[src/rtl/udp_tx_pkg.sv]
// Shared constants for the UDP transmit arbiter: FSM state codes, REQ timeout, counter width.
package udp_tx_pkg;

  localparam int CNT_W = 16;
  localparam logic [CNT_W-1:0] TIMEOUT_CYCLES = 16'hFFFF;

  typedef logic [1:0] state_t;
  localparam state_t ST_IDLE   = 2'd0;
  localparam state_t ST_REQ    = 2'd1;
  localparam state_t ST_STREAM = 2'd2;
  localparam state_t ST_DRAIN  = 2'd3;

endpackage

[src/rtl/udp_tx_arbiter_if.sv]
// Source-side and network-side signals of the UDP transmit arbiter.
// master = arbiter view, slave = sources/network view.
interface udp_tx_arbiter_if #(
  parameter int N_SRC = 4
);
  logic [N_SRC-1:0]    src_req;
  logic [N_SRC*16-1:0] src_length;
  logic [N_SRC*8-1:0]  src_data;
  logic [N_SRC-1:0]    src_rd;
  logic [N_SRC-1:0]    src_done;
  logic                udp_tx_request;
  logic [15:0]         udp_tx_length;
  logic [7:0]          udp_tx_data;
  logic [7:0]          port_ID;
  logic                udp_tx_enable;
  logic                udp_tx_active;

  modport master (
    input  src_req, src_length, src_data, udp_tx_enable, udp_tx_active,
    output src_rd, src_done, udp_tx_request, udp_tx_length, udp_tx_data, port_ID
  );

  modport slave (
    output src_req, src_length, src_data, udp_tx_enable, udp_tx_active,
    input  src_rd, src_done, udp_tx_request, udp_tx_length, udp_tx_data, port_ID
  );
endinterface

[src/rtl/udp_tx_grant.sv]
// Source picker: fixed lowest-index priority, or round-robin from the last grant
// when UDP_TX_ARB_RR_EN is defined. Latches the grant when the arbiter takes it.
module udp_tx_grant #(
  parameter int N_SRC = 4,
  parameter int IDX_W = 2
) (
  input  logic             clock,
  input  logic             reset,
  input  logic [N_SRC-1:0] req,
  input  logic             take,
  output logic             pick_valid,
  output logic [IDX_W-1:0] pick_idx,
  output logic [N_SRC-1:0] pick_onehot,
  output logic [IDX_W-1:0] grant_idx
);

  logic [IDX_W-1:0] grant_idx_reg;

  assign pick_valid = |req;

`ifdef UDP_TX_ARB_RR_EN
  // Walk from last+N down to last+1 so the nearest successor of the last grant wins.
  always_comb begin
    pick_idx = '0;
    for (int k = N_SRC; k >= 1; k--) begin
      if (req[(int'(grant_idx_reg) + k) % N_SRC]) begin
        pick_idx = IDX_W'((int'(grant_idx_reg) + k) % N_SRC);
      end
    end
  end
`else
  always_comb begin
    pick_idx = '0;
    for (int i = N_SRC - 1; i >= 0; i--) begin
      if (req[i]) begin
        pick_idx = IDX_W'(i);
      end
    end
  end
`endif

  generate
    for (genvar gi = 0; gi < N_SRC; gi++) begin : g_onehot
      assign pick_onehot[gi] = pick_valid && (pick_idx == IDX_W'(gi));
    end
  endgenerate

  always_ff @(posedge clock or posedge reset) begin
    if (reset) begin
      grant_idx_reg <= '0;
    end else if (take) begin
      grant_idx_reg <= pick_idx;
    end
  end

  assign grant_idx = grant_idx_reg;

endmodule

[src/rtl/udp_tx_arbiter.sv]
// Multi-source UDP transmit arbiter: grants one source, requests the network, streams
// payload behind the UDP header. Round-robin arbitration with UDP_TX_ARB_RR_EN.
module udp_tx_arbiter
  import udp_tx_pkg::*;
#(
  parameter int N_SRC          = 4,
  parameter int PAYLOAD_OFFSET = 8,
  parameter int PORT_BASE      = 0
) (
  input logic              clock,
  input logic              reset,
  udp_tx_arbiter_if.master bus
);

  localparam int IDX_W = $clog2(N_SRC);
  localparam logic [CNT_W-1:0] RD_START = CNT_W'(PAYLOAD_OFFSET - 1);
  localparam logic [CNT_W-1:0] OFF_END  = CNT_W'(PAYLOAD_OFFSET);

  state_t           state_reg;
  logic [CNT_W-1:0] byte_cnt_reg;
  logic [CNT_W-1:0] offset_cnt_reg;
  logic [CNT_W-1:0] timeout_cnt_reg;
  logic [15:0]      len_reg;
  logic [7:0]       data_reg;
  logic [7:0]       port_reg;
  logic [N_SRC-1:0] done_reg;
  logic             active_prev_reg;

  logic [7:0]       data_arr [N_SRC];
  logic [15:0]      len_arr  [N_SRC];
  logic [N_SRC-1:0] grant_onehot;
  logic [N_SRC-1:0] eligible;
  logic [N_SRC-1:0] pick_onehot;
  logic [IDX_W-1:0] pick_idx;
  logic [IDX_W-1:0] grant_idx;
  logic             pick_valid;
  logic             take;
  logic             active_fall;
  logic             rd_active;
  logic [15:0]      pick_len;
  logic [7:0]       grant_data;

  generate
    for (genvar gi = 0; gi < N_SRC; gi++) begin : g_src
      assign data_arr[gi]     = bus.src_data[8*gi +: 8];
      assign len_arr[gi]      = bus.src_length[16*gi +: 16];
      assign grant_onehot[gi] = (grant_idx == IDX_W'(gi));
    end
  endgenerate

  // A source still holds src_req during its own src_done cycle; keep it out of that arbitration.
  assign eligible = bus.src_req & ~done_reg;
  assign take     = (state_reg == ST_IDLE) && pick_valid;

  udp_tx_grant #(
    .N_SRC (N_SRC),
    .IDX_W (IDX_W)
  ) u_grant (
    .clock       (clock),
    .reset       (reset),
    .req         (eligible),
    .take        (take),
    .pick_valid  (pick_valid),
    .pick_idx    (pick_idx),
    .pick_onehot (pick_onehot),
    .grant_idx   (grant_idx)
  );

  assign pick_len    = len_arr[pick_idx];
  assign grant_data  = data_arr[grant_idx];
  assign active_fall = active_prev_reg && !bus.udp_tx_active;
  assign rd_active   = (state_reg == ST_STREAM) && (offset_cnt_reg >= RD_START) && !active_fall;

  assign bus.src_rd         = rd_active ? grant_onehot : '0;
  assign bus.src_done       = done_reg;
  assign bus.udp_tx_request = (state_reg == ST_REQ);
  assign bus.udp_tx_length  = len_reg;
  assign bus.udp_tx_data    = data_reg;
  assign bus.port_ID        = port_reg;

  always_ff @(posedge clock or posedge reset) begin
    if (reset) begin
      state_reg       <= ST_IDLE;
      byte_cnt_reg    <= '0;
      offset_cnt_reg  <= '0;
      timeout_cnt_reg <= '0;
      len_reg         <= '0;
      data_reg        <= '0;
      port_reg        <= '0;
      done_reg        <= '0;
      active_prev_reg <= 1'b0;
    end else begin
      done_reg        <= '0;
      active_prev_reg <= bus.udp_tx_active;
      case (state_reg)
        ST_IDLE: begin
          if (pick_valid) begin
            if (pick_len == 16'd0) begin
              done_reg <= pick_onehot;
            end else begin
              state_reg       <= ST_REQ;
              len_reg         <= pick_len;
              port_reg        <= 8'(PORT_BASE + int'(pick_idx));
              timeout_cnt_reg <= '0;
            end
          end
        end
        ST_REQ: begin
          if (bus.udp_tx_enable) begin
            state_reg      <= ST_STREAM;
            byte_cnt_reg   <= '0;
            offset_cnt_reg <= CNT_W'(1);
          end else if (timeout_cnt_reg == TIMEOUT_CYCLES - CNT_W'(1)) begin
            state_reg <= ST_IDLE;
            done_reg  <= grant_onehot;
          end else begin
            timeout_cnt_reg <= timeout_cnt_reg + CNT_W'(1);
          end
        end
        ST_STREAM: begin
          if (active_fall) begin
            state_reg <= ST_IDLE;
            done_reg  <= grant_onehot;
          end else begin
            if (offset_cnt_reg < OFF_END) begin
              offset_cnt_reg <= offset_cnt_reg + CNT_W'(1);
            end
            if (rd_active) begin
              data_reg <= grant_data;
              if (byte_cnt_reg == len_reg - 16'd1) begin
                state_reg <= ST_DRAIN;
              end else begin
                byte_cnt_reg <= byte_cnt_reg + CNT_W'(1);
              end
            end
          end
        end
        ST_DRAIN: begin
          if (!bus.udp_tx_active) begin
            state_reg <= ST_IDLE;
            done_reg  <= grant_onehot;
          end
        end
        default: state_reg <= ST_IDLE;
      endcase
    end
  end

endmodule
[src/flat_wrapper.sv]
// flat-port wrapper written by rule: the top's interface ports become plain ports
module udp_tx_arbiter_flat import udp_tx_pkg::*;
#(
  parameter int N_SRC          = 4,
  parameter int PAYLOAD_OFFSET = 8,
  parameter int PORT_BASE      = 0
)
  (clock, reset, bus_src_req, bus_src_length, bus_src_data, bus_udp_tx_enable, bus_udp_tx_active, bus_src_rd, bus_src_done, bus_udp_tx_request, bus_udp_tx_length, bus_udp_tx_data, bus_port_ID);
  udp_tx_arbiter_if #(.N_SRC(N_SRC)) bus_i ();
  input logic clock;
  input logic reset;
  input wire logic [$bits(bus_i.src_req)-1:0] bus_src_req;
  input wire logic [$bits(bus_i.src_length)-1:0] bus_src_length;
  input wire logic [$bits(bus_i.src_data)-1:0] bus_src_data;
  input wire logic [$bits(bus_i.udp_tx_enable)-1:0] bus_udp_tx_enable;
  input wire logic [$bits(bus_i.udp_tx_active)-1:0] bus_udp_tx_active;
  output wire logic [$bits(bus_i.src_rd)-1:0] bus_src_rd;
  output wire logic [$bits(bus_i.src_done)-1:0] bus_src_done;
  output wire logic [$bits(bus_i.udp_tx_request)-1:0] bus_udp_tx_request;
  output wire logic [$bits(bus_i.udp_tx_length)-1:0] bus_udp_tx_length;
  output wire logic [$bits(bus_i.udp_tx_data)-1:0] bus_udp_tx_data;
  output wire logic [$bits(bus_i.port_ID)-1:0] bus_port_ID;
  assign bus_i.src_req = bus_src_req;
  assign bus_i.src_length = bus_src_length;
  assign bus_i.src_data = bus_src_data;
  assign bus_i.udp_tx_enable = bus_udp_tx_enable;
  assign bus_i.udp_tx_active = bus_udp_tx_active;
  assign bus_src_rd = bus_i.src_rd;
  assign bus_src_done = bus_i.src_done;
  assign bus_udp_tx_request = bus_i.udp_tx_request;
  assign bus_udp_tx_length = bus_i.udp_tx_length;
  assign bus_udp_tx_data = bus_i.udp_tx_data;
  assign bus_port_ID = bus_i.port_ID;
  udp_tx_arbiter #(.N_SRC(N_SRC), .PAYLOAD_OFFSET(PAYLOAD_OFFSET), .PORT_BASE(PORT_BASE)) u_core (.clock(clock), .reset(reset), .bus(bus_i));
endmodule
[config.mk]
export PLATFORM = sky130hd
export DESIGN_NAME = udp_tx_arbiter_flat
export DESIGN_NICKNAME = d
export VERILOG_FILES = /design/src/rtl/udp_tx_pkg.sv /design/src/rtl/udp_tx_arbiter_if.sv /design/src/rtl/udp_tx_grant.sv /design/src/rtl/udp_tx_arbiter.sv /design/src/flat_wrapper.sv
export SDC_FILE = /design/constraint.sdc
export NUM_CORES = 1
export LEC_CHECK = 0
export CAP_MARGIN = 20
export CORE_ASPECT_RATIO = 0.6
export CORE_UTILIZATION = 49
export DETAILED_ROUTE_END_ITERATION = 16
export GPL_TIMING_DRIVEN = 0
export PLACE_DENSITY = 0.9
export SLEW_MARGIN = 15
export SYNTH_ARGS = -nofsm -noshare
export SYNTH_HDL_FRONTEND = slang
export SYNTH_SLANG_ARGS = --single-unit
[constraint.sdc]
create_clock -name clock -period 3.5 [get_ports clock]
set_input_delay 0.525 -clock clock [delete_from_list [all_inputs] [get_ports clock]]
set_output_delay 0.525 -clock clock [all_outputs]
set_load 0.005 [all_outputs]
==> flow_summary.ini <==
[setup_path]
start_kind = primary input
crit_path_end_kind = flip-flop
critPathKind = in -> reg
crit_required_ns = 3.72
reg2reg_slack_ns = 0.16
arrival_ns = 3.60
worstRegToRegCells = 11
path_max_fanout = 10

[yosys]
syn_inst = 601
synth_edf_count = 0
async_flop_share_pct = 100
synthFlopType = dfrtp_1
ys_seq_elements = 83
avgSynthCellArea_um2 = 8.95
syn_area_um2 = 5380
synth-seq-area-share_pct = 38.6
synthDistinctLibCells = 71
yosys_warnings = 0

[cts]
numClockSinks = 83
clk_latency_ns = 0.35
clockBufferDepth = 2
cts_root_buf = clkbuf_16
clk_pin_slew_ns = 0.06
cts-htree-levels = 3
ctsHoldBuffers = 0
cts_buffers = 9
cts_tree = built

[layout]
fillers = 782
antenna_cells = 0
most-common-layout-cells = clkdlybuf4s50_1 (138), dfrtp_1 (83), nand2_1 (73)
multiInputGateArea_um2 = 3100
seq_area_um2 = 2080
final_common_cell = clkdlybuf4s50_1
syn2layout_area_growth_pct = 35.8
drive_above_1_share_pct = 8.91
layout.nets = 867

[min_path]
min_path_cells = 2
hold_class = reg -> reg

[global_route]
grtUsageTotal_pct = 30.3
globalRoute.totalOverflow = 0
grt_start_max_net_pins = 65
grt_pass1_vias = 5389
grt_pass1_wl_um = 26600
antenna_found_initial = 0

[sta]
max_freq_mhz = 296
setup_slack_ns = 0.123
finalCritPeriodShare_pct = 96.5
layout_min_cycle_time_ns = 3.38
skew_ns = 0.0109
tightest_slew_ns = 1.04
setup_viol = 0
report.final.hold_viol_count = 0
maxSlewHeadroom_pct = 30.3
drv_slew = 0
rsz0062_at_grt = true

[die]
fp-row-count = 29
start_util_pct = 50.6
die_w_um = 137
coreArea_um2 = 10600
ios = 145
die_y_um = 83.2
dieArea_um2 = 11400

[pwr]
ir_worst_vdd_mv = 0.374
total_leakage_power_nw = 3.11
powerDensity_nw_per_um2 = 570
total_power_mw = 4.16

[outcome]
status = complete, no violations

[route]
via_count = 5525
drt-initial-drc-count = 474
drt-pass1-iter-count = 7
route.detailed.drc = 0
wl_per_cell_um = 18.3
vias_per_cell = 6.13
antenna_left = 0
routed_wl_um = 16500

[placement]
dpl.hpwl_um = 13000
portBuffers = 138
dp_slack_ns = -0.167
globalplace.congestion = 0.961

[run]
cap_violations = 0
==> final timing paths <==
path	from	to
setup / recovery	bus_src_req[1]	u_core.timeout_cnt_reg[2]
hold / removal	u_core.bus.udp_tx_data[6]	u_core.bus.udp_tx_data[6]
setup reg to reg	u_core.bus.udp_tx_length[0]	u_core.byte_cnt_reg[13]
hold reg to reg	u_core.bus.udp_tx_data[6]	u_core.bus.udp_tx_data[6]
max in group asynchronous	reset	u_core.byte_cnt_reg[0]
min in group asynchronous	reset	u_core.bus.src_done[1]
==> layer usage <==
layer	up-vias	wire [µm]	track usage, %
met5	-	0	0
met4	0	265	8.09
met3	28	1510	8.97
met2	295	7710	47.5
met1	2665	7040	40.8
li1	2537	-	-
==> logic make-up (layout without fill, tap and decap cells) <==
group                    after synthesis  in the layout  synth area share [%]
flip-flops                            83             83                  38.6
AO/OA/AOI/OAI                        127            127                  15.7
multiplexers                          16             16                  4.88
other                                  1              6                0.0697
buffers and inverters                 49            206                  4.49
XOR/XNOR                              34             34                  5.53
AND/OR/NAND/NOR                      286            286                  29.5
adder cells (fa/ha/maj)                5              5                  1.16
==> Yosys cell counts, types with 15 or more instances <==
library cell,number,area (µm²)
dfrtp_1,83,2080
nand2_1,73,274
nor2_1,49,184
a21oi_1,40,200
o21ai_0,27,135
and3_1,25,156
clkbuf_1,22,82.6
nand3_1,22,110
and4_1,19,166
xor2_1,19,166
nand4_1,16,100
xnor2_1,15,131
==> final cells by class <==
type                            instances  area share (%)
Timing Repair Buffer                  141            19.5
Multi-Input combinational cell        474            42.4
Tap cell                              139            2.38
Inverter                               10           0.548
Buffer                                 39            2.88
Sequential cell                        83            28.4
Clock buffer                           11            3.32
Clock inverter                          5           0.479
==> critical path: stages <==
cell and delay, ns:
clkdlybuf4s50_1 0.46, nor2b_1 0.16, buf_6 0.14, nor3_1 0.83, a222oi_1 0.37, nand3_1 0.20
or2_4 0.18, and2_1 0.13, clkbuf_1 0.24, buf_2 0.28, nor2_1 0.08
==> power by group <==
part / switching [mW] / total [mW] / internal [mW]
clock network: 0.399 / 0.902 / 0.503
registers: 0.252 / 1.40 / 1.15
logic: 0.975 / 1.86 / 0.889
total: 1.63 / 4.16 / 2.54
==> what timing repair did <==
item | CTS | global route
setup buffers | 0 | 1
gates resized for setup | 4 | 8
hold endpoints to repair | 0 | 0
pin swaps | 0 | 1
setup endpoints to repair | 4 | 25
==> stage by stage <==
step | utilization [%] | TNS [ns] | cell area (µm²) | instances | hold slack (ns)
after global placement | 65.4 | -31.83 | 6950 | 883 | 0.467
after CTS | 68.5 | 0 | 7290 | 901 | 0.478
final | 68.7 | 0 | 7310 | 902 | 0.482
after floorplan | - | 0 | 5400 | 606 | 0.464
after global routing | 68.7 | -0.0294 | 7310 | 902 | 0.510
after detailed placement | 65.8 | -3.08 | 6990 | 885 | 0.463
Power figures use the tool's default switching activity.
